$ cat config.mk
export PLATFORM = sky130hd
export DESIGN_NAME = program_counter_ras
export DESIGN_NICKNAME = d
export VERILOG_FILES = /design/src/rtl/pc_pkg.sv /design/src/rtl/program_counter_ras_return_stack.sv /design/src/rtl/program_counter_ras.sv
export SDC_FILE = /design/constraint.sdc
export NUM_CORES = 1
export LEC_CHECK = 0
export CELL_PAD_IN_SITES_DETAIL_PLACEMENT = 0
export CELL_PAD_IN_SITES_GLOBAL_PLACEMENT = 1
export CORE_MARGIN = 5
export CORE_UTILIZATION = 39
export CTS_CLUSTER_DIAMETER = 150
export DETAILED_ROUTE_END_ITERATION = 8
export GPL_ROUTABILITY_DRIVEN = 0
export PLACE_DENSITY_LB_ADDON = 0.12
export SETUP_SLACK_MARGIN = 0.1
export SLEW_MARGIN = 20
export SYNTH_ARGS = -nofsm -noshare
export SYNTH_HDL_FRONTEND = slang
export SYNTH_HIERARCHICAL = 1
export SYNTH_SLANG_ARGS = --single-unit
$ cat constraint.sdc
create_clock -name clk -period 3 [get_ports clk]
set_input_delay 0.45 -clock clk [delete_from_list [all_inputs] [get_ports clk]]
set_output_delay 0.45 -clock clk [all_outputs]
set_load 0.03 [all_outputs]
$ cat src/rtl/pc_pkg.sv
// Shared operation encodings for the fetch-address generator; decode imports
// the same constants so both sides agree on the op field.
package pc_pkg;

   localparam int OP_WIDTH = 3;

   localparam logic [OP_WIDTH-1:0] OP_NEXT       = 3'd0;
   localparam logic [OP_WIDTH-1:0] OP_JUMP       = 3'd1;
   localparam logic [OP_WIDTH-1:0] OP_BRANCH_REL = 3'd2;
   localparam logic [OP_WIDTH-1:0] OP_CALL       = 3'd3;
   localparam logic [OP_WIDTH-1:0] OP_RET        = 3'd4;

endpackage

$ cat src/rtl/program_counter_ras_return_stack.sv
// Parametrised LIFO holding return addresses. Pushes while full and pops while
// empty are ignored here; the caller decides how to flag them.
module return_stack #(
   parameter int WIDTH = 32,
   parameter int DEPTH = 8,
   localparam int CW = $clog2(DEPTH + 1),
   localparam int IW = (DEPTH > 1) ? $clog2(DEPTH) : 1
) (
   input  logic             clk,
   input  logic             rst,
   input  logic             push,
   input  logic             pop,
   input  logic [WIDTH-1:0] push_data,
   output logic [WIDTH-1:0] top,
   output logic [CW-1:0]    count,
   output logic             full,
   output logic             empty
);

   logic [WIDTH-1:0] mem_q [DEPTH];
   logic [CW-1:0]    count_q;
   logic [CW-1:0]    count_d;
   logic [CW-1:0]    top_pos;
   logic [IW-1:0]    wr_idx;
   logic [IW-1:0]    top_idx;
   logic             do_push;
   logic             do_pop;

   assign full    = (count_q == CW'(DEPTH));
   assign empty   = (count_q == '0);
   assign do_push = push && !full;
   assign do_pop  = pop && !empty;
   assign top_pos = count_q - CW'(1);
   assign wr_idx  = IW'(count_q);
   assign top_idx = IW'(top_pos);
   assign count   = count_q;

   // Entry at count-1 is the most recent unpopped push.
   assign top = mem_q[top_idx];

   always_comb begin
      count_d = count_q;
      if (do_push) begin
         count_d = count_q + CW'(1);
      end else if (do_pop) begin
         count_d = count_q - CW'(1);
      end
   end

   always_ff @(posedge clk or negedge rst) begin
      if (!rst) begin
         count_q <= '0;
      end else begin
         count_q <= count_d;
      end
   end

   always_ff @(posedge clk) begin
      if (do_push) begin
         mem_q[wr_idx] <= push_data;
      end
   end

endmodule

$ cat src/rtl/program_counter_ras.sv
// Fetch-address generator: sequential advance, absolute jump, relative branch
// and call/return through a hardware return-address stack.
module program_counter_ras
   import pc_pkg::*;
#(
   parameter int                     PC_WIDTH     = 32,
   parameter int                     INSTR_BYTES  = 8,
   parameter int                     RAS_DEPTH    = 8,
   parameter logic [PC_WIDTH-1:0]    RESET_VECTOR = '0,
   localparam int                    CW = $clog2(RAS_DEPTH + 1)
) (
   input  logic                clk,
   input  logic                rst,
   input  logic                latch,
   input  logic [OP_WIDTH-1:0] op,
   input  logic [PC_WIDTH-1:0] target,
   output logic [PC_WIDTH-1:0] pc,
   output logic [CW-1:0]       ras_count,
   output logic                ras_full,
   output logic                ras_empty,
   output logic                ras_overflow,
   output logic                ras_underflow
);

   logic [PC_WIDTH-1:0] pc_q;
   logic [PC_WIDTH-1:0] pc_d;
   logic [PC_WIDTH-1:0] seq_pc;
   logic [PC_WIDTH-1:0] ras_top;
   logic                overflow_q;
   logic                overflow_d;
   logic                underflow_q;
   logic                underflow_d;
   logic                push;
   logic                pop;

   assign seq_pc = pc_q + PC_WIDTH'(INSTR_BYTES);

   return_stack #(
      .WIDTH (PC_WIDTH),
      .DEPTH (RAS_DEPTH)
   ) u_ras (
      .clk       (clk),
      .rst       (rst),
      .push      (push),
      .pop       (pop),
      .push_data (seq_pc),
      .top       (ras_top),
      .count     (ras_count),
      .full      (ras_full),
      .empty     (ras_empty)
   );

   always_comb begin
      pc_d        = pc_q;
      push        = 1'b0;
      pop         = 1'b0;
      overflow_d  = overflow_q;
      underflow_d = underflow_q;
      if (latch) begin
         case (op)
            OP_JUMP:       pc_d = target;
            OP_BRANCH_REL: pc_d = pc_q + target;
            OP_CALL: begin
               // The jump is taken even when the return address cannot be kept.
               pc_d = target;
               push = 1'b1;
               if (ras_full) overflow_d = 1'b1;
            end
            OP_RET: begin
               if (ras_empty) begin
                  pc_d        = seq_pc;
                  underflow_d = 1'b1;
               end else begin
                  pc_d = ras_top;
                  pop  = 1'b1;
               end
            end
            default:       pc_d = seq_pc;
         endcase
      end
   end

   always_ff @(posedge clk or negedge rst) begin
      if (!rst) begin
         pc_q        <= RESET_VECTOR;
         overflow_q  <= 1'b0;
         underflow_q <= 1'b0;
      end else begin
         pc_q        <= pc_d;
         overflow_q  <= overflow_d;
         underflow_q <= underflow_d;
      end
   end

   assign pc            = pc_q;
   assign ras_overflow  = overflow_q;
   assign ras_underflow = underflow_q;

endmodule
# After elaboration in Yosys (flattened, before gate mapping)
# Memory sizes are Yosys's and may differ from the RTL's.
# Index checks and enable logic that the tools add are counted.
# Widths: inputs -> output; s select.
dict set report totals {
  output_inout_bits 40
  memories 1
  ramBits 256
  register_bits 38
}
# memory depth width rd rd_ports_with_merged_regs wr line
set memory_table {}
lappend memory_table {u_ras.mem_q 8 32 1 0 1 program_counter_ras_return_stack.sv:20} ;# logic [WIDTH-1:0] mem_q [DEPTH];
dict set report op_classes {
  n_reduce_logical 9
  muxes 11
  n_eq_ne 5
  add_sub_neg 4
}
# operator count
set op_table {}
lappend op_table {{$pmux 32 s3} 1}
lappend op_table {{$add 32x32->32} 1}
lappend op_table {{$add 32x4->32 const B} 1}
lappend op_table {{$mux 32} 1}
lappend op_table {{$mux 4} 2}
lappend op_table {{$mux 1} 7}
lappend op_table {{$eq 3x2->1 const B} 2}
lappend op_table {{$reduce_and 3->1} 2}
lappend op_table {{$add 4x1->4 const B} 1}
lappend op_table {{$eq 4x4->1 const B} 1}
lappend op_table {{$logic_not 4->1} 1}
lappend op_table {{$sub 4x1->4 const B} 1}
lappend op_table {{$eq 3x1->1 const B} 1}
lappend op_table {{$eq 3x3->1 const B} 1}
lappend op_table {{$logic_and 1x1->1} 2}
lappend op_table {{$logic_not 1->1} 2}
lappend op_table {{$reduce_bool 2->1} 1}
lappend op_table {{$reduce_or 2->1} 1}

# Longest topological paths before layout
dict set report depth {
  ltp_word 7
  ltp_mapped 15
  ltp_nobuf 10
}

# By module
# Netlist, hierarchy kept.
# module area_each_um2 cells_per_inst seq_area_each_um2 n_inst
set modules_own_cells {}
lappend modules_own_cells {return_stack 10287.4 424 7787.5 1}
lappend modules_own_cells {program_counter_ras 4310.4 579 850.8 1}

# Worst setup path before layout
# No wires, ideal clock.
dict set report synth_path {
  kind {input to register}
  from {in op[2]}
  to {mem u_ras.mem_q[2][0] (enable)}
  path_slack_ns -0.654
  arrival_time_ns 3.233
  setup_ns 0.421
  t_required_ns 2.579
  path_stages 7
  n_path_buf 3
  path_cell_list {clkbuf_1 -> nor2b_1 -> clkbuf_1 -> and3_1 -> clkbuf_1 -> nand3_1 -> nor2_1}
}
dict set report synth_via {
  elab_chain_len 6
}
# item line
set synth_rtl {}
lappend synth_rtl {{from (decl)} program_counter_ras.sv:15} ;# input logic [OP_WIDTH-1:0] op,
lappend synth_rtl {{$eq 3x2->1} program_counter_ras.sv:60} ;# case (op)
lappend synth_rtl {{$mux 1} program_counter_ras.sv:60}
lappend synth_rtl {{$mux 1} program_counter_ras.sv:59} ;# if (latch) begin
lappend synth_rtl {{named net push} program_counter_ras.sv:33} ;# logic push;
lappend synth_rtl {{$logic_and 1x1->1} program_counter_ras_return_stack.sv:31} ;# assign do_push = push && !full;
lappend synth_rtl {{$mux 1} program_counter_ras_return_stack.sv:59} ;# if (do_push) begin
lappend synth_rtl {{$mux 1 (implied by the code)} program_counter_ras_return_stack.sv:60} ;# mem_q[wr_idx] <= push_data;
lappend synth_rtl {{to (decl)} program_counter_ras_return_stack.sv:20}
# The timed path passes the listed nets, and every way through them passes these cells.

# Worst setup path in the final report
dict set report layout_path {
  from {in target[1]}
  to {reg pc_q[17] (netlist: pc[17])}
}
dict set report layout_via {
  elab_chain_len 2
}
# item line
set layout_rtl {}
lappend layout_rtl {{from (decl)} program_counter_ras.sv:16} ;# input logic [PC_WIDTH-1:0] target,
lappend layout_rtl {{$add 32x32->32} program_counter_ras.sv:62} ;# OP_BRANCH_REL: pc_d = pc_q + target;
lappend layout_rtl {{$pmux 32 s3} program_counter_ras.sv:60}
lappend layout_rtl {{to (signal assigned)} program_counter_ras.sv:89} ;# pc_q <= pc_d;
lappend layout_rtl {{to (decl)} program_counter_ras.sv:25} ;# logic [PC_WIDTH-1:0] pc_q;
# Every way passes these cells.
# A chain may end at the register's enable or synchronous reset.

==> run summary <==
The initial antenna violation count came out at 0. The worst pin sits at a relative slew slack of 0.3703. With fillers left out, the area of the finished cells amounts to roughly 18000 um2. The path depth of the worst reg2reg path is 12. The library cells used most frequently in the layout, excluding fill and tap cells, are edfxtp_1 (256), buf_4 (129), nand2_1 (102). CTS saw 294 sinks. The met2 track demand over resource in global routing is 0.2955.

The routed design has 40070 um of wire. From left edge to right edge, the die measures 203.5 um. The number of flops mapped to enable cells by yosys came out at 256. The library cell used most frequently in the layout, excluding fill and tap cells, is edfxtp_1. The mean routed wirelength per cell came out at 23.54 um. The sequential element share of the synthesized area is 0.5918. The mean post-synth cell area is 14.55 um2. The run finished with clean final reports. The data arrival time at the worst-slack endpoint is approximately 3.2 ns. The count of nets left with antenna violations after detail routing came out at 0. After detailed placement, the total cell area comes to approximately 17000 um2. The synthesized netlist occupies a cell area of 14600 um2.

During I/O placement, the number of pins put on the boundary was 78. The total area of multi-input combinational cells is between 5000 and 6000 um2. During synthesis, Yosys emitted a total of 6 warnings. The number of buffers added by the clock tree synthesis step is 34.

Yosys attributes the largest share of cell area to edfxtp_1 (53%), mux4_1 (9.9%), dfrtp_1 (6.5%). The worst clock skew came out at 0.02013 ns. The number of hold violations in the final report is 0.

The HPWL reported at the end of detailed placement is between 20000 and 30000 um. The global-route wire length before repair is 60490 um. The synthesized netlist cell count came out at roughly 1k. The antenna diode count is 0.

Compared with the post-synthesis result, the final layout area differs by 24.14%. The path class of the lowest-slack min-delay path is in2reg. After clock tree synthesis, the clock-pin slew on the worst setup and hold paths is 0.06 ns. The DRC violations left is 0. The total leakage power came out at 0.006671 uW.

The master cell of the clock root buffer is clkbuf_16. The number of pins exceeding their max-slew limit in the final report was 0. The register cell area after layout is slightly below 9000 um2. The global-route met3 utilization is 0.02592. The full die area came out at 41400 um2. Setup violations remaining at the end of the flow were counted as 0. The number of global-route vias before repair came out at 9475.

The reg2reg setup slack came out at 0.27 ns. The end of the worst register-to-register path is pc[12]. The H-tree depth came out at 2. STA classifies the critical path endpoint as a register.

The first detailed-routing pass took 5 iterations. The async set-or-reset flop fraction in the synthesized netlist is 0.1293. In this run the worst setup path terminates at pc[17].

At the worst endpoint, the required time is roughly 3.4 ns. The largest fanout of any net on the critical path came out at 3. The largest net degree at the start of global routing came out at 64. The number of placed instances, taps included is 1639. The aggregate global routing overflow came out at 0. The worst flop-to-flop path startpoint is pc[0]. The synthesized net count is 1076.

Of the cells placed in the final design, the portion with a size suffix greater than 1 is 0.2212. The detail-routed via count per cell is between 5 and 6. The floorplan step defined a core boundary enclosing 36790 um2. The number of DRC violations after detailed-routing iteration 0 came out at 634. Detailed routing inserted a total of 9465 vias. Port buffering added 77 buffers. At the later pin of the worst-skew pair, clock insertion delay measures 0.51 ns. TritonCTS built the clock tree. The number of synthesized register bits came out at around 300. Once layout is complete, the cells apart from fillers number 1702. STA classifies the critical path startpoint as a primary input.

The worst IR drop on VDD came out at just under 0.4 mV. The netlist uses between 70 and 80 different library cells. The effective utilization at floorplan came out at 0.3968. In the global route stage, met1 resource usage came out at 0.2955.

After floorplanning, the core was divided into 70 placement rows. The fmax is around 360 MHz. The core utilization of the finished layout is 0.4926.

The biggest area contributor in the post-synthesis netlist is edfxtp_1. The layer flagged by global routing as most heavily used is met2. The clock period minus worst slack is 2.755 ns. The count of filler cells inserted in the layout came out at 3198. The max-capacitance violation count came out at 0. After the last flow step, the layout net total stands at 1284. The maximum clock insertion buffer count came out at 3. The share of the clock period used by the worst path after layout is 0.9184.

The all-layer global routing usage came out at 0.1935. The critical path is of the in2reg type. Setup repair after global routing left no endpoint under its margin.

At the pin with the least slew margin, the transition time is 0.9378 ns. For this design the ratio of total power to cell area is 914.7 nW/um2. The most critical setup path has its startpoint at target[1]. For this run, the leading register cell type out of synthesis is edfxtp_1. In this run the vertical extent of the chip is 203.5 um. Of the post-synthesis cell area, the dominant cell type holds 0.5266.
-- how the worst min path moves through the flow --
stage	startpoint	endpoint	slack, ns	cells past startpoint
3_3_place_gp	ras_overflow	ras_overflow	0.44	1
4_1_cts	ras_overflow	ras_overflow	0.46	1
6_report	target[0]	pc[0]	0.39	3
3_5_place_dp	ras_overflow	ras_overflow	0.45	1
2_1_floorplan	rst	pc[0]	0.15	0
5_1_grt	target[0]	pc[0]	0.43	3
-- synth_stat cells, drive strengths merged, types with 3 or more instances --
library cell  instances
a31oi                 9
and3                 14
nand4                 9
clkbuf               23
a41o                  3
a211oi                8
o21ai                26
and2                  3
nor2                 65
nand2               102
or3                   3
buf                  25
o21bai                7
o22ai                 4
a222oi                3
o2111ai               4
and4                  4
a221oi               23
o21a                  5
nand3b                3
o211ai                4
xnor2                37
nand2b                9
nor3                 13
ha                   34
xor2                 17
mux2                 35
edfxtp              256
nand3                31
a221o                 4
dfrtp                38
mux4                 64
a21oi                46
dlygate4sd1           4
a21o                 20
inv                  16
-- cell families after synthesis --
family          after synthesis  synth area share
compound gates              188           0.09574
buf+inv                      69           0.02674
mux                         101            0.1413
flops                       294            0.5918
xor+xnor                     54           0.03240
simple gates                262           0.08160
fa+ha+maj                    35           0.03051
-- registers in the layout (all words and copies together), names as in the netlist --
register and count:
pc 32, ras_overflow 1, ras_underflow 1, u_ras/count 4
u_ras/mem_q 256
-- metrics by stage --
step                      setup TNS, ns  hold slack [ns]  total power, uW  setup WS (ns)
after floorplan                  -10.72           0.1544             9929        -0.1675
after global placement           -5.154           0.4427            12580        -0.3776
after detailed placement         -5.804           0.4474            12610        -0.4270
after CTS                             0           0.4604            16650         0.1199
after global routing                  0           0.4272            17440         0.1069
final                                 0           0.3881            16570         0.2447
-- metal layers --
metal	routed length [um]	vias to the layer above
li1	-	4399
met1	19310	4757
met2	18040	262
met3	1949	47
met4	763	0
met5	0	-
-- critical path: stages --
cell	delay [ns]
clkdlybuf4s50_1	0.52
ha_1	0.36
a211oi_1	0.32
o21bai_2	0.18
o2111a_2	0.32
o21ai_4	0.24
buf_4	0.16
o21bai_1	0.10
a31oi_1	0.27
nand3b_1	0.12
o211a_1	0.14
-- cell type report --
class | count | share of cell area
Tap cell | 468 | 0.03231
Timing Repair Buffer | 225 | 0.1154
Clock inverter | 18 | 0.009459
Multi-Input combinational cell | 640 | 0.3130
Sequential cell | 294 | 0.4769
Inverter | 16 | 0.003314
Clock buffer | 41 | 0.04958
-- what timing repair did --
action,in CTS,in global routing
setup buffers,0,3
pin swaps,0,2
endpoints found under the hold margin,11,0
gates resized for setup,3,7
hold buffers,1,0
endpoints found under the setup margin,3,10
-- power by group --
part	switching (uW)	internal, uW	total [uW]
registers	248	5070	5320
clock network	1600	2390	3990
logic	3850	3420	7270
Power figures use the tool's default switching activity.
